<file path="src/rtl/led_matrix_scan.sv">
// Row-multiplexed scan driver for the LED dot matrix: snapshots the frame once per scan,
// then lights one row at a time with an optional blanking gap before each row.
//   state   | meaning
//   S_IDLE  | dark, waiting for enable
//   S_LOAD  | snapshot frame, pulse frame_start
//   S_BLANK | all rows off before the next row
//   S_SHOW  | drive row_sel/col_data for row_index
module led_matrix_scan #(
  parameter int ROWS  = 12,
  parameter int COLS  = 16,
  parameter int DWELL = 5000,
  parameter int BLANK = 16
) (
  input  logic                 clk,
  input  logic                 rst_n,
  input  logic                 enable,
  input  logic [ROWS*COLS-1:0] frame,
  output logic [ROWS-1:0]      row_sel,
  output logic [COLS-1:0]      col_data,
  output logic [3:0]           row_index,
  output logic                 frame_start,
  output logic                 scanning
);

  localparam int MAXC = (DWELL > BLANK) ? DWELL : BLANK;
  localparam int CW   = $clog2(MAXC + 1);
  localparam logic [CW-1:0] DWELL_LD = CW'(DWELL - 1);
  localparam logic [CW-1:0] BLANK_LD = (BLANK > 0) ? CW'(BLANK - 1) : '0;
  localparam logic [3:0]    LAST_ROW = 4'(ROWS - 1);

  typedef enum logic [1:0] {S_IDLE, S_LOAD, S_BLANK, S_SHOW} state_t;

  state_t          r_state;
  logic [CW-1:0]   r_cnt;
  logic [COLS-1:0] r_buf [ROWS];
  logic [ROWS-1:0] r_sel;
  logic [COLS-1:0] r_col;
  logic [3:0]      r_row;
  logic            r_fs;
  logic            r_scan;

  logic [3:0]      w_next_row;
  logic [ROWS-1:0] w_next_sel;

  assign w_next_row = r_row + 4'd1;
  assign w_next_sel = ROWS'(1) << w_next_row;

  always_ff @(posedge clk or negedge rst_n) begin
    if (!rst_n) begin
      r_state <= S_IDLE;
      r_cnt   <= '0;
      r_sel   <= '0;
      r_col   <= '0;
      r_row   <= '0;
      r_fs    <= 1'b0;
      r_scan  <= 1'b0;
      for (int r = 0; r < ROWS; r++) r_buf[r] <= '0;
    end else if (!enable) begin
      r_state <= S_IDLE;
      r_cnt   <= '0;
      r_sel   <= '0;
      r_col   <= '0;
      r_row   <= '0;
      r_fs    <= 1'b0;
      r_scan  <= 1'b0;
    end else begin
      case (r_state)
        S_IDLE: begin
          r_state <= S_LOAD;
          r_fs    <= 1'b1;
          r_scan  <= 1'b1;
          r_row   <= '0;
        end
        S_LOAD: begin
          r_fs  <= 1'b0;
          r_row <= '0;
          for (int r = 0; r < ROWS; r++) r_buf[r] <= frame[ROWS*COLS-1-COLS*r -: COLS];
          if (BLANK == 0) begin
            // Buffer is written on this same edge, so row 0 comes straight from the frame.
            r_state <= S_SHOW;
            r_cnt   <= DWELL_LD;
            r_sel   <= ROWS'(1);
            r_col   <= frame[ROWS*COLS-1 -: COLS];
          end else begin
            r_state <= S_BLANK;
            r_cnt   <= BLANK_LD;
          end
        end
        S_BLANK: begin
          if (r_cnt == '0) begin
            r_state <= S_SHOW;
            r_cnt   <= DWELL_LD;
            r_sel   <= ROWS'(1) << r_row;
            r_col   <= r_buf[r_row];
          end else begin
            r_cnt <= r_cnt - 1'b1;
          end
        end
        S_SHOW: begin
          if (r_cnt != '0) begin
            r_cnt <= r_cnt - 1'b1;
          end else if (r_row == LAST_ROW) begin
            r_state <= S_LOAD;
            r_fs    <= 1'b1;
            r_cnt   <= '0;
            r_sel   <= '0;
            r_col   <= '0;
            r_row   <= '0;
          end else begin
            r_row <= w_next_row;
            if (BLANK == 0) begin
              r_state <= S_SHOW;
              r_cnt   <= DWELL_LD;
              r_sel   <= w_next_sel;
              r_col   <= r_buf[w_next_row];
            end else begin
              r_state <= S_BLANK;
              r_cnt   <= BLANK_LD;
              r_sel   <= '0;
              r_col   <= '0;
            end
          end
        end
        default: begin
          r_state <= S_IDLE;
          r_sel   <= '0;
          r_col   <= '0;
          r_scan  <= 1'b0;
        end
      endcase
    end
  end

  assign row_sel     = r_sel;
  assign col_data    = r_col;
  assign row_index   = r_row;
  assign frame_start = r_fs;
  assign scanning    = r_scan;

endmodule

</file>
<file path="config.mk">
export PLATFORM = sky130hd
export DESIGN_NAME = led_matrix_scan
export DESIGN_NICKNAME = d
export VERILOG_FILES = /design/src/rtl/led_matrix_scan.sv
export SDC_FILE = /design/constraint.sdc
export NUM_CORES = 1
export LEC_CHECK = 0
export CORE_MARGIN = 2
export CORE_UTILIZATION = 57
export CTS_BUF_LIST = sky130_fd_sc_hd__clkbuf_8
export DETAILED_ROUTE_END_ITERATION = 12
export PLACE_DENSITY_LB_ADDON = 0.1
export SYNTH_ARGS = -nofsm -noshare
export SYNTH_HDL_FRONTEND = slang
export SYNTH_SLANG_ARGS = --single-unit
</file>
<file path="constraint.sdc">
create_clock -name clk -period 3.3 [get_ports clk]
set_input_delay 0.33 -clock clk [delete_from_list [all_inputs] [get_ports clk]]
set_output_delay 0.33 -clock clk [all_outputs]
set_load 0.02 [all_outputs]
</file>
==> results.py <==
metrics = {
    "sta": {
        "finalSetupTns_ns": 0,
        "tightest_slew_ns": 0.995,
        "rsz0062_at_grt": "false",
        "clock_skew_ns": 0.0140,
        "min_period_ns": 2.65,
        "relSlewSlack": 0.337,
        "post-route-period-util": 0.803,
        "finalSetupViolCount": 0,
        "slew_violations": 0,
        "hold_violations": 0,
        "clock.fmax_ghz": 0.377,
    },
    "synthesis": {
        "avgSynthCellArea_um2": 13.8,
        "synth_most_common_cell": "dfrtp_1",
        "seq_area_frac_synth": 0.552,
        "yosysTopAreaCell": "dfrtp_1",
        "synth-main-ff-cell": "dfrtp_1",
        "synth_area_leaders": "dfrtp_1 (55%), mux2_2 (20%), mux4_2 (9.9%)",
        "yosysWarnings": 0,
        "synth_edf_count": 0,
        "synth-seq-cells": 241,
        "synth_fp_nets": 1002,
        "synth.top_cell.area_share": 0.552,
        "yosysUniqueCellTypes": 45,
        "netlist_area_um2": 10900,
        "async_flop_share": 1.00,
        "synthesis.instances": 794,
        "synth_common_cells": "dfrtp_1 (241), mux2_2 (192), nand2_1 (77), mux4_2 (48), o21ai_0 (43)",
    },
    "worst_setup_path": {
        "crit_family": "flip-flops",
        "end_kind": "output port",
        "required_ns": 2.97,
        "slowest_stage": "dfrtp_2",
        "max_stage_delay_ns": 1.02,
        "crit_type": "reg -> out",
        "cp_num_buf_inv": 1,
        "crit_fanout": 40,
        "crit_arrival_ns": 2.32,
        "start_kind": "flop",
        "crit_path_cell_trace": "clkdlybuf4s50_1",
    },
    "placed_design": {
        "hpwl_um": 17900,
        "placed_area_um2": 13500,
        "io_buffers": 228,
        "place_congestion": 0.881,
    },
    "clock_tree": {
        "numClockSinks": 241,
        "post_cts_buffers": 0,
        "ctsResizeCount": 0,
        "numCtsBuffers": 40,
        "clock_latency_ns": 0.53,
        "path_clk_slew_ns": 0.06,
        "clockRootBuffer": "clkbuf_8",
        "htree_levels": 2,
        "cts_tree": "done",
        "ctsLongestPathBuffers": 3,
    },
    "route": {
        "dr.pass1.iters": 5,
        "vias_per_cell": 5.69,
        "dr.first_iter.drc_count": 425,
        "ant_nets": 0,
        "dr_total_vias": 7351,
        "avgRoutedWirePerCell_um": 19.4,
        "drt_wl_total_um": 25100,
        "drc": 0,
    },
    "power_and_ir_drop": {
        "leakage_uw": 0.00600,
        "vdd_ir_drop_max_mv": 0.452,
        "power_density_nw_per_um2": 802,
    },
    "finish": {
        "syn2layout_area_growth_pct": 30.6,
        "multi_input_area_um2": 4680,
        "fill_cells": 1242,
        "final_cell_area_um2": 14300,
        "final_nets": 1239,
        "diodes": 0,
        "layout-drive-gt1-share": 0.307,
        "final-seq-area_um2": 6040,
    },
    "die": {
        "die_h_um": 142,
        "initial_core_util": 0.582,
        "ios": 229,
        "core_area_um2": 18800,
        "die_area_um2": 20300,
        "rows": 50,
        "die_w_um": 142,
    },
    "global_routing": {
        "grt_max_degree": 118,
        "grt_pass1_wl_um": 39900,
        "grt-ovfl-total": 0,
        "track_usage": 0.254,
        "grt_pass1_vias": 7731,
        "antenna_found_initial": 0,
    },
    "hold_path": {
        "min_path_type": "in -> reg",
    },
    "run": {
        "drv_cap": 0,
    },
    "run_status": {
        "status": "completed",
    },
}
==> power breakdown <==
part           total, µW  switching [µW]  internal (µW)
logic               3940            1620           2320
registers           5010             712           4300
clock network       2500            1150           1360
==> registers in the layout (all words and copies together) (netlist names) <==
register / cells
r_buf: 192
col_data: 16
r_cnt: 13
row_sel: 12
row_index: 4
r_state: 2
frame_start: 1
scanning: 1
==> worst register-to-register path, delay by kind of cell (launching register included) <==
kind	cells	cell delay, ns
AND/OR/NAND/NOR	4	1.25
flip-flops	1	0.41
AO/OA/AOI/OAI	1	0.28
buffers and inverters	1	0.09
adder cells (fa/ha/maj)	1	0.19
==> kinds of logic after synthesis <==
logic type	count (synthesis)	synth area share
AOI/OAI and AO/OA	102	0.0537
muxes	244	0.300
and+or+nand+nor	136	0.0580
adders and majority gates	13	0.0149
buffers and inverters	58	0.0214
DFF	241	0.552
==> path summary, 6_finish.rpt <==
kind	from	endpoint	slack (ns)	cells after the start
min reg2reg	row_sel[11]	row_sel[11]	0.48	2
min in group asynchronous	rst_n	r_buf[99]	0.41	2
max reg2reg	r_cnt[0]	col_data[11]	0.98	7
max in group asynchronous	rst_n	r_buf[188]	2.06	3
min	frame[158]	r_buf[158]	0.40	2
max	row_index[3]	row_index[3]	0.65	1
==> layout make-up <==
cell class	instances	share of cell area
Clock buffer	50	0.0482
Sequential cell	241	0.423
Inverter	11	0.00289
Timing Repair Buffer	242	0.172
Multi-Input combinational cell	495	0.328
Tap cell	234	0.0205
Clock inverter	18	0.00561
==> routing by layer <==
layer | wire length, µm | global-route usage
met3 | 1580 | 0.0545
met1 | 10800 | 0.355
met2 | 12300 | 0.410
met5 | 0 | 0
met4 | 393 | 0.0657
==> through the flow <==
step / instances / worst slack (ns) / hold WS [ns] / util / power, µW
after floorplan: 794 / 1.23 / 0.0344 / - / 7720
after global placement: 1222 / 1.11 / 0.399 / 0.719 / 8810
after detailed placement: 1222 / 1.03 / 0.399 / 0.719 / 8990
after CTS: 1291 / 0.605 / 0.377 / 0.761 / 11500
after global routing: 1291 / 0.557 / 0.386 / 0.761 / 12100
final: 1291 / 0.650 / 0.404 / 0.761 / 11500
==> placed cells by master (no fill, tap or decap), drive strengths merged, types with 3 or more instances in the layout <==
cell type      Yosys  layout
dfrtp            241     241
clkinv             0       4
clkbuf            33      50
nor3               8       8
nor2              18      18
mux2i              4       4
mux2             192     192
a21oi             35      35
a22o               5       5
clkdlybuf4s50      0     227
inv               11      23
nand3              7       7
a32o               3       3
nand4              4       4
buf               14      14
nor4               4       4
o21ai             45      45
or3                4       4
a21o               3       3
mux4              48      48
ha                13      13
nand2             78      78
==> what timing repair did <==
| item | CTS | global route |
|---|---|---|
| hold buffers | 1 | 0 |
| endpoints found under the setup margin | 0 | 0 |
| endpoints found under the hold margin | 91 | 0 |
(Power assumes the default switching activity.)
